<file path="src/rtl/reg_share_pkg.sv">
// Shared types and helpers for the register-sharing arbiter.
// Holds the FSM encoding, hold counter width and one-hot helper.
package reg_share_pkg;

  typedef enum logic {
    IDLE = 1'b0,
    OWN  = 1'b1
  } state_t;

  localparam int HOLD_W = 4;

  function automatic logic [7:0] onehot(
    input logic [2:0] idx,
    input int         n
  );
    logic [7:0] v;
    v = '0;
    for (int i = 0; i < 8; i++) begin
      if (i < n && idx == 3'(i)) v[i] = 1'b1;
    end
    return v;
  endfunction

endpackage

</file>
<file path="src/rtl/reg_share_arbiter_rr_pick.sv">
// Combinational round-robin picker: first set req bit
// at or after start, wrapping modulo NREQ.
module rr_pick #(
  parameter int NREQ = 4,
  parameter int IW   = $clog2(NREQ)
) (
  input  logic [NREQ-1:0] req,
  input  logic [IW-1:0]   start,
  output logic [IW-1:0]   win,
  output logic            found
);

  int idx;

  always_comb begin
    win   = '0;
    found = 1'b0;
    idx   = 0;
    for (int k = 0; k < NREQ; k++) begin
      idx = int'(start) + k;
      if (idx >= NREQ) idx = idx - NREQ;
      if (!found && req[idx]) begin
        found = 1'b1;
        win   = IW'(idx);
      end
    end
  end

endmodule

</file>
<file path="src/rtl/reg_share_arbiter.sv">
// Round-robin owner of one shared data register with
// bounded write bursts and zero-bubble handoff.
module reg_share_arbiter
  import reg_share_pkg::*;
#(
  parameter int DATAWIDTH = 64,
  parameter int NREQ      = 4,
  parameter int MAX_HOLD  = 4
) (
  input  logic                      Clk,
  input  logic                      Rst,
  input  logic [NREQ-1:0]           req,
  input  logic [NREQ*DATAWIDTH-1:0] d,
  output logic [NREQ-1:0]           gnt,
  output logic [NREQ-1:0]           wr_ack,
  output logic [DATAWIDTH-1:0]      q,
  output logic [$clog2(NREQ)-1:0]   owner,
  output logic                      busy
);

  localparam int IW = $clog2(NREQ);

  state_t            state;
  logic [IW-1:0]     last;
  logic [HOLD_W-1:0] hold_cnt;
  logic [HOLD_W-1:0] hold_nxt;
  logic [IW-1:0]     start;
  logic [IW-1:0]     win;
  logic              found;
  logic              wr;
  logic              rel;
  logic [NREQ-1:0]   win_oh;
  logic [NREQ-1:0]   own_oh;

  function automatic logic [IW-1:0] nxt(input logic [IW-1:0] x);
    return (x == IW'(NREQ - 1)) ? '0 : x + 1'b1;
  endfunction

  // A releasing owner is searched last, same as an idle restart.
  always_comb begin
    start    = (state == IDLE) ? nxt(last) : nxt(owner);
    wr       = (state == OWN) && req[owner];
    hold_nxt = hold_cnt + 1'b1;
    rel      = (state == OWN) &&
               (!wr || hold_nxt == HOLD_W'(MAX_HOLD));
    win_oh   = NREQ'(onehot(3'(win), NREQ));
    own_oh   = NREQ'(onehot(3'(owner), NREQ));
  end

  rr_pick #(
    .NREQ (NREQ),
    .IW   (IW)
  ) u_pick (
    .req   (req),
    .start (start),
    .win   (win),
    .found (found)
  );

  always_ff @(posedge Clk or negedge Rst) begin
    if (!Rst) begin
      state    <= IDLE;
      gnt      <= '0;
      wr_ack   <= '0;
      q        <= '0;
      owner    <= '0;
      busy     <= 1'b0;
      last     <= IW'(NREQ - 1);
      hold_cnt <= '0;
    end else begin
      wr_ack <= '0;
      unique case (state)
        IDLE: begin
          if (found) begin
            state    <= OWN;
            gnt      <= win_oh;
            owner    <= win;
            busy     <= 1'b1;
            hold_cnt <= '0;
          end
        end
        OWN: begin
          if (wr) begin
            q        <= d[int'(owner)*DATAWIDTH +: DATAWIDTH];
            wr_ack   <= own_oh;
            hold_cnt <= hold_nxt;
          end
          if (rel) begin
            last <= owner;
            if (found) begin
              gnt      <= win_oh;
              owner    <= win;
              hold_cnt <= '0;
            end else begin
              state <= IDLE;
              gnt   <= '0;
              busy  <= 1'b0;
            end
          end
        end
        default: state <= IDLE;
      endcase
    end
  end

endmodule

</file>
<file path="config.mk">
export PLATFORM = sky130hd
export DESIGN_NAME = reg_share_arbiter
export DESIGN_NICKNAME = d
export VERILOG_FILES = /design/src/rtl/reg_share_pkg.sv /design/src/rtl/reg_share_arbiter_rr_pick.sv /design/src/rtl/reg_share_arbiter.sv
export SDC_FILE = /design/constraint.sdc
export NUM_CORES = 1
export LEC_CHECK = 0
export BUFFER_PORTS_ARGS = -buffer_cell sky130_fd_sc_hd__buf_4
export CAP_MARGIN = 30
export CORE_AREA = 2 2 132 134
export DETAILED_ROUTE_END_ITERATION = 16
export DIE_AREA = 0 0 134 136
export SYNTH_ARGS = -nofsm -noshare
export SYNTH_HDL_FRONTEND = slang
export SYNTH_HIERARCHICAL = 1
export SYNTH_SLANG_ARGS = --single-unit
</file>
<file path="constraint.sdc">
create_clock -name Clk -period 2.8 [get_ports Clk]
set_clock_uncertainty 0.1 [all_clocks]
set_input_delay 0.56 -clock Clk [delete_from_list [all_inputs] [get_ports Clk]]
set_output_delay 0.56 -clock Clk [all_outputs]
set_load 0.01 [all_outputs]
</file>
# Yosys cells after proc, flatten, opt, wreduce, memory -nomap -nowiden
# Index checks and enable logic that the tools add are counted.
# totals
output_inout_bits,75
inputBits,262
elab_cells,114
ff_bits,82
# op_classes
magnitude_cmp,9
n_bitwise,1
muxes,58
add_sub_neg,10
reduce_logical,16
shift,1
eq_ne,11
# ops
cell,count
256-bit by 9-bit indexed part select with 64-bit output,1
32-bit by 4-bit < comparator with 1-bit output (second input constant),4
32-bit 2-to-1 mux,4
32-bit by 4-bit >= comparator with 1-bit output (second input constant),3
32-bit by 4-bit subtractor with 32-bit output (second input constant),3
4-bit 2-to-1 mux,9
1-bit 2-to-1 mux,26
2-bit 2-to-1 mux,9
4-bit one-hot mux with 2 select lines,2
1-bit binary-select mux with 2-bit select,5
2-bit equality test (second input constant),5
2-bit by 2-bit adder with 3-bit output (second input constant),2
2-bit AND reduction,3
1-bit logical AND,5
2-bit by 1-bit adder with 2-bit output (second input constant),2
4-bit by 1-bit adder with 4-bit output (second input constant),1
2-bit by 1-bit equality test with 1-bit output (second input constant),2
4-bit by 3-bit equality test with 1-bit output (second input constant),1
1-bit zero test,4
2-bit zero test,2
2-bit != test (second input constant),2
1-bit one-hot mux with 2 select lines,2
2-bit one-hot mux with 2 select lines,1
2-bit by 3-bit subtractor with 4-bit output (second input constant),1
other kinds (7),7

# Longest topological paths before layout
# Gate-level depths: netlist of run 1.
# depth
word_depth,23
depth_mapped,12
ltp_nobuf,10

# Modules after synthesis
# Netlist of run 1, hierarchy kept.
# by_module_without_submodules
mod,cells_per_inst,area_each_um2,seq_area_each_um2,n_inst
reg_share_arbiter,300,4849.7,2054.5,1
rr_pick,15,77.6,0.0,1

# Worst setup path after synthesis of run 1
# Ideal clock, no wire load.
# synth_path
path_kind,register to register
startpoint,register owner[1]
endpoint,register gnt[1]
path_stages_with_launch,13
setup_time_ns,0.064
required_time_ns,2.636
path_buffers,3
period_less_slack_ns,3.062
slack_ns,-0.262
t_arrival_ns,2.898
path_cell_list,dfrtp_1 > clkbuf_1 > buf_2 > buf_1 > inv_1 > ha_1 > mux2_2 > a221o_1 > a21oi_1 > inv_1 > or3_1 > a21oi_1 > a211o_1
# synth_via
elab_chain_cells,23
elab_cells_between_ends,60
classes_between,add/sub: 8; order compare: 4; eq/ne: 4; mux: 33; reduce/logical: 11
# synth_lines
element,line_no,rtl
"start, declared",reg_share_arbiter.sv:17,"output logic [$clog2(NREQ)-1:0] owner,"
"start signal, assigned",reg_share_arbiter.sv:77,owner <= win;
"start signal, assigned",reg_share_arbiter.sv:92,owner <= win;
2-bit by 1-bit adder with 2-bit output or 2-bit equality test (tied branches),reg_share_arbiter.sv:36,return (x == IW'(NREQ - 1)) ? '0 : x + 1'b1;
2-bit 2-to-1 mux (*),reg_share_arbiter.sv:36,
2-bit 2-to-1 mux (*),reg_share_arbiter.sv:41,start = (state == IDLE) ? nxt(last) : nxt(owner);
via start[1],reg_share_arbiter.sv:27,logic [IW-1:0] start;
branches (longest 14 deep; another with 32-bit by 4-bit subtractor with 32-bit output),--,
2-bit 2-to-1 mux (*),reg_share_arbiter_rr_pick.sv:22,if (!found && req[idx]) begin
via win[0],reg_share_arbiter.sv:28,logic [IW-1:0] win;
2-bit by 1-bit equality test with 1-bit output (*),reg_share_pkg.sv:19,if (i < n && idx == 3'(i)) v[i] = 1'b1;
1-bit 2-to-1 mux (*),reg_share_pkg.sv:19,
4-bit 2-to-1 mux,reg_share_arbiter.sv:90,if (found) begin
4-bit 2-to-1 mux,reg_share_arbiter.sv:88,if (rel) begin
4-bit one-hot mux with 2 select lines (*),reg_share_arbiter.sv:72,unique case (state)
"end signal, assigned",reg_share_arbiter.sv:76,gnt <= win_oh;
"end signal, assigned",reg_share_arbiter.sv:91,gnt <= win_oh;
"end, declared",reg_share_arbiter.sv:14,"output logic [NREQ-1:0] gnt,"
# Mark *: on every way through the listed nets, which the timed path passes. The select of a mux whose other input is x is not followed.
# A chain may end at the register's enable or synchronous reset.

# Worst setup path in the final report of run 1
# layout_path
startpoint,register owner[0]
endpoint,register gnt[1]
# Same word-level chain as after synthesis.

==> out/metrics.cfg, run 1 <==
[route]
routed_wirelength_um = 15900
drc_errors = 0
drt-pass1-iter-count = 4
routed_via_density = 4.83
drt_iter0_markers = 119
via_count = 4238
wl_per_cell_um = 18.2
ant_nets = 0

[floorplan]
io_pins = 337
die_h_um = 136
die_width_um = 134
rows = 48
dieArea_mm2 = 0.0182
core_area_mm2 = 0.0169
initial_core_util_pct = 29.2

[logic_synthesis]
async_flop_share_pct = 100
syn_inst = 315
synth_area_mm2 = 0.00493
avgSynthCellArea_um2 = 15.6
syn_nets = 584
yosysSeqAreaShare_pct = 41.7
ys.flop_type = dfrtp_1
synthTopCellsByArea = dfrtp_1 41%, mux4_2 30%, mux2_2 15%, buf_6 2.1%, ha_1 1.8%
ys_top_cells_by_count = 80 x dfrtp_1, 65 x mux4_2, 64 x mux2_2, 11 x inv_1, 10 x nand2_1
post-synth-top-count-cell = dfrtp_1
yosys.area.top_type = dfrtp_1
synth_cell_type_count = 37
synth_seq_cells = 82
ys_warn_count = 6
synth_edf_count = 0
synth_top_cell_area_share_pct = 40.6

[pwr]
power.density_mw_per_mm2 = 993
seqPwrFrac_pct = 26.6
comb_power_share_pct = 56.4
clock_power_share_pct = 17.0
switching_power_uw = 2670
p_leak_uw = 0.00374
p_int_uw = 5290
ir_worst_vdd_mv = 0.443
switching_share_pct = 33.5

[setup_path]
cp.arrival_ps = 2830
rr_endpoint = gnt[1]
r2r_cells = 9
critPathTopFamily = compound AO/OA/AOI/OAI gates
cp-end-kind = register
worst_path_most_repeated_cell = a21oi_1
cp-start-kind = register
critPathMaxStageDelay_ps = 520
worstSetupPathType = reg2reg
cp_num_buf_inv = 2
path_cells = ha_1 > o31ai_2 > inv_2 > a221o_1 > a21oi_1 > inv_1 > or3_1 > a21oi_1 > a211o_1
r2r-start = owner[0]
cp_max_fo = 7
r2r_slack_ps = 150
critPathRequiredTime_ps = 2980
crit_path_top_delay_cell = dfrtp_4

[sta]
finalSetupTns_ps = 0
tightest_slew_ps = 896
slew_violations = 0
finalWorstSetupSlack_ps = 151
fin_crit_sh_pct = 94.6
fmax_mhz = 377
min_period_ps = 2650
setup_violations = 0
hold_viol = 0
max-slew-margin-rel_pct = 40.3
rsz0062_at_grt = false

[layout]
syn_to_final_growth_pct = 62.6
finalNetCount = 916
antennaDiodeCount = 0
drive_gt1_share_pct = 76.7

[clocking]
clock-sinks = 82
clock_latency_ps = 340
clkTransAtPathRegs_ps = 60
cts_tree = built
cts-htree-levels = 3
cts-root-buf = clkbuf_16
hold_buffers = 0
cts_buffers = 9
post_cts_buffers = 0
cts_buffer_depth = 2

[global_route]
grt_max_degree = 67
grt_usage_pct = 17.0
grt_pass1_wl_um = 24000
grt_overflow = 0
antenna_found_initial = 0
grt_pass1_vias = 4651

[placement]
dpl.hpwl_um = 13100
place.port_buffers = 336
dpl_worst_slack_ps = 90.7
place_congestion = 0.867

[job]
max_cap_viol_count = 0

[status]
status = finished, final reports clean

[hold_path]
hp-class = in2async

-- power by group through the flow --
stage / Clock (µW) / Sequential (µW) / Combinational, µW
2_1_floorplan: 0 / 2340 / 2690
3_3_place_gp: 0 / 2110 / 4470
3_5_place_dp: 0 / 2140 / 4570
4_1_cts: 1400 / 2130 / 4580
5_1_grt: 1450 / 2200 / 4840
6_report: 1350 / 2120 / 4490
-- worst max-delay path by stage --
| stage | start | endpoint | slack, ps | cells after the start |
|---|---|---|---|---|
| 2_1_floorplan | owner[0] | gnt[1] | 9 | 12 |
| 3_3_place_gp | owner[0] | gnt[1] | 240 | 9 |
| 3_5_place_dp | owner[0] | gnt[1] | 90 | 9 |
| 4_1_cts | owner[0] | gnt[1] | 80 | 9 |
| 5_1_grt | owner[0] | gnt[1] | 3 | 9 |
| 6_report | owner[0] | gnt[1] | 150 | 9 |
-- per-layer routing --
metal	track usage (%)	vias to the layer above	routed length, µm
li1	-	1911	-
met4	5.97	0	281
met1	19.5	2107	5930
met5	0	-	0
met2	31.0	199	8570
met3	4.21	21	1170
-- placed cells by master (no fill, tap or decap), types with 5 or more instances in the layout --
master,n
clkbuf_16,9
inv_1,11
mux4_2,65
dfrtp_1,78
a21oi_1,8
mux2_2,64
nand2_1,10
o21ai_0,6
ha_1,7
buf_4,343
and3_1,5
-- cell families (layout without fill, tap and decap cells) --
family                   Yosys count  after routing  synth area share (%)
AO/OA/AOI/OAI                     28             28                  3.76
adder cells (fa/ha/maj)            7              7                  1.78
buffers and inverters             37            374                  4.37
flip-flops                        82             82                  41.7
multiplexers                     133            133                  45.2
AND/OR/NAND/NOR                   28             28                  3.17
-- metrics by stage --
step	std cells	hold slack, ps	total power (µW)	util (%)	cell area [µm²]
after floorplan	315	164	5020	-	4940
after global routing	877	266	8490	47.5	8010
after global placement	861	381	6580	45.4	7660
after CTS	877	239	8100	47.4	8010
final	877	206	7960	47.5	8010
after detailed placement	861	394	6710	45.4	7660
-- worst reg2reg max path, cell delays in order (launching register included) --
cell and delay (ps):
dfrtp_4 520, ha_1 230, o31ai_2 310, inv_2 70, a221o_1 330, a21oi_1 270
inv_1 130, or3_1 380, a21oi_1 140, a211o_1 120
-- state kept, by name, summed over array words and instances, names as in the netlist --
| signal | cells |
|---|---|
| busy | 1 |
| last | 2 |
| state | 1 |
| gnt | 4 |
| wr_ack | 4 |
| owner | 2 |
| q | 64 |
| hold_cnt | 4 |
-- cell type report --
type,instances,area [µm²]
Multi-Input combinational cell,196,2660
Fill cell,1539,8870
Timing Repair Buffer,345,2620
Clock buffer,9,225
Sequential cell,82,2060
Tap cell,225,282
Clock inverter,7,118
Inverter,13,48.8
-- repair_timing --
action                     4_1_cts  5_1_grt
hold endpoints to repair         0        0
setup endpoints to repair        0        1
gates resized for setup          0        1
No activity file was read; power rests on OpenSTA's default activity.
==> run 2: changes to the inputs <==
--- a/config.mk
+++ b/config.mk
@@ -7,9 +7,10 @@
 export LEC_CHECK = 0
 export BUFFER_PORTS_ARGS = -buffer_cell sky130_fd_sc_hd__buf_4
 export CAP_MARGIN = 30
-export CORE_AREA = 2 2 132 134
+export CORE_AREA = 2 2 130 132
+export CTS_BUF_LIST = sky130_fd_sc_hd__clkbuf_2
 export DETAILED_ROUTE_END_ITERATION = 16
-export DIE_AREA = 0 0 134 136
+export DIE_AREA = 0 0 132 134
 export SYNTH_ARGS = -nofsm -noshare
 export SYNTH_HDL_FRONTEND = slang
 export SYNTH_HIERARCHICAL = 1
==> run 2 against run 1 <==
  * Sequential share of layout area grew 0.67 points
  * Global-route usage grew 1.3 points
  * Largest power group unchanged
  * Sequential cell count is the same
  * Worst hold slack gained 120 ps
  * First-iteration DRC count grew 16%
  * Wire length grew 2.2%
  * Largest cell class unchanged
  * Total power shrank 9.5%
  * Cell count is the same
==> out/metrics.cfg, run 2 (synthesis gave the netlist of run 1 again) <==
[sta]
fin_hold_ws_ps = 327  ; +121 ps
tightest_slew_ps = 552  ; -344 ps
hold_viol = 0  ; unchanged
fin_crit_sh_pct = 92.5  ; -2.1 points
fmax_mhz = 386  ; +2.2%
rsz0062_at_grt = false
setup_violations = 0  ; unchanged
slew_violations = 0  ; unchanged
min_period_ps = 2590  ; -58.1 ps
max-slew-margin-rel_pct = 63.2  ; +23 points
finalSetupTns_ps = 0  ; unchanged

[placement]
postPlaceCellArea_mm2 = 0.00768  ; +0.18%
place_congestion = 0.892  ; +2.9%
dpl.hpwl_um = 13300  ; +1.5%
dpl.cell_count = 857  ; -0.46%
place.port_buffers = 336  ; unchanged

[global_route]
antenna_found_initial = 3  ; +3
grt_overflow = 0  ; unchanged
grt_usage_pct = 18.3  ; +1.3 points
grt_pass1_vias = 4613  ; -0.82%
grt_max_degree = 63  ; -6.0%
grt_pass1_wl_um = 25000  ; +4.3%

[layout]
mostFrequentLayoutCell = buf_4
nFillCells = 1507  ; -2.1%
syn_to_final_growth_pct = 58.4
final_cell_mix = 343 x buf_4, 78 x dfrtp_1, 65 x mux4_2
largest_reg_flops = 64  ; unchanged
postLayoutCellArea_mm2 = 0.00781  ; -2.5%
regMostFlops = q
final_cells = 877  ; unchanged
drive_gt1_share_pct = 76.3  ; -0.39 points
finalNetCount = 918  ; +0.22%

[floorplan]
core_area_mm2 = 0.0163  ; -3.5%
rows = 47  ; -2.1%
initial_core_util_pct = 30.2  ; +1.1 points
die_h_um = 134  ; -1.5%
dieArea_mm2 = 0.0177  ; -2.9%
io_pins = 337  ; unchanged
die_width_um = 132  ; -1.5%

[route]
wl_per_cell_um = 18.6  ; +2.2%
routed_wirelength_um = 16300  ; +2.2%
routed_via_density = 4.83  ; about the same
ant_nets = 0  ; unchanged
drt_iter0_markers = 138  ; +16%
via_count = 4240  ; +0.047%
drc_errors = 0  ; unchanged
drt-pass1-iter-count = 4  ; unchanged

[pwr]
p_leak_uw = 0.00364  ; -2.5%
power.density_mw_per_mm2 = 922  ; -7.2%
finalPower_uw = 7200  ; -9.5%
ir_worst_vdd_mv = 0.504  ; +14%

[setup_path]
critPathRequiredTime_ps = 3220  ; +240 ps
worstSetupPathType = reg2reg
cp.arrival_ps = 3010  ; +180 ps
cp-end-kind = register
cp_max_fo = 6  ; -1
cp-start-kind = register

[clocking]
cts_buffer_depth = 2  ; unchanged
post_cts_buffers = 0  ; unchanged
clkTransAtPathRegs_ps = 220  ; +160 ps
cts_tree = built
clock_latency_ps = 550  ; +210 ps
cts-root-buf = clkbuf_2
clock-sinks = 82  ; unchanged
cts-htree-levels = 3  ; unchanged
cts_buffers = 9  ; unchanged

[status]
status = finished, final reports clean

[hold_path]
hp-class = in2reg

[job]
max_cap_viol_count = 0  ; unchanged

## run 2: cell type report
class | count | area (µm²) | area share [%]
Clock inverter | 6 | 57.6 | 0.737
Inverter | 13 | 48.8 | 0.625
Timing Repair Buffer | 347 | 2650 | 33.9
Clock buffer | 10 | 50.0 | 0.641
Multi-Input combinational cell | 196 | 2660 | 34.1
Tap cell | 220 | 275 | 3.53
Sequential cell | 82 | 2060 | 26.4
Antenna cell | 3 | 7.51 | 0.0962
## run 2: per-layer routing
metal / routed length, µm / track usage (%) / vias to the layer above
li1: - / - / 1918
met5: 0 / 0 / -
met1: 6070 / 20.9 / 2107
met2: 8640 / 33.0 / 200
met4: 218 / 4.05 / 0
met3: 1370 / 6.58 / 15
## run 2: worst paths after layout
kind                       slack (ps)  cells after the start      to      from
max                               210                      9  gnt[1]  owner[0]
min                               330                      3    q[4]      d[4]
max reg2reg                       210                      9  gnt[1]  owner[0]
min reg2reg                       420                      1   q[16]     q[16]
max in group asynchronous        1580                      3   q[22]       Rst
min in group asynchronous         390                      2  gnt[0]       Rst
## run 2: repair_timing
action,in CTS,in global routing
resized for setup,0,1
endpoints found under the hold margin,39,0
hold buffers,1,0
setup endpoints to repair,0,1
## run 2: critical path, stage by stage (launching register included)
cell and delay, ps:
dfrtp_4 570, inv_1 140, ha_1 240, mux2_2 300, a221o_1 270, a21oi_1 190, inv_1 90, or3_1 380
a21oi_1 150, a211o_1 130
## run 2: power breakdown
group | total [µW] | internal (µW) | switching, µW | leakage (µW)
logic | 4480 | 2640 | 1850 | 0.00260
clock network | 612 | 201 | 411 | 0.0000630
registers | 2100 | 1780 | 317 | 0.000975
total | 7200 | 4620 | 2580 | 0.00364
## run 2: metrics by stage
step                      util (%)  setup slack (ps)
after floorplan                  -              9.01
after global placement        47.1               288
after detailed placement      47.1               209
after CTS                     47.8               167
after global routing          47.9               106
final                         47.9               209
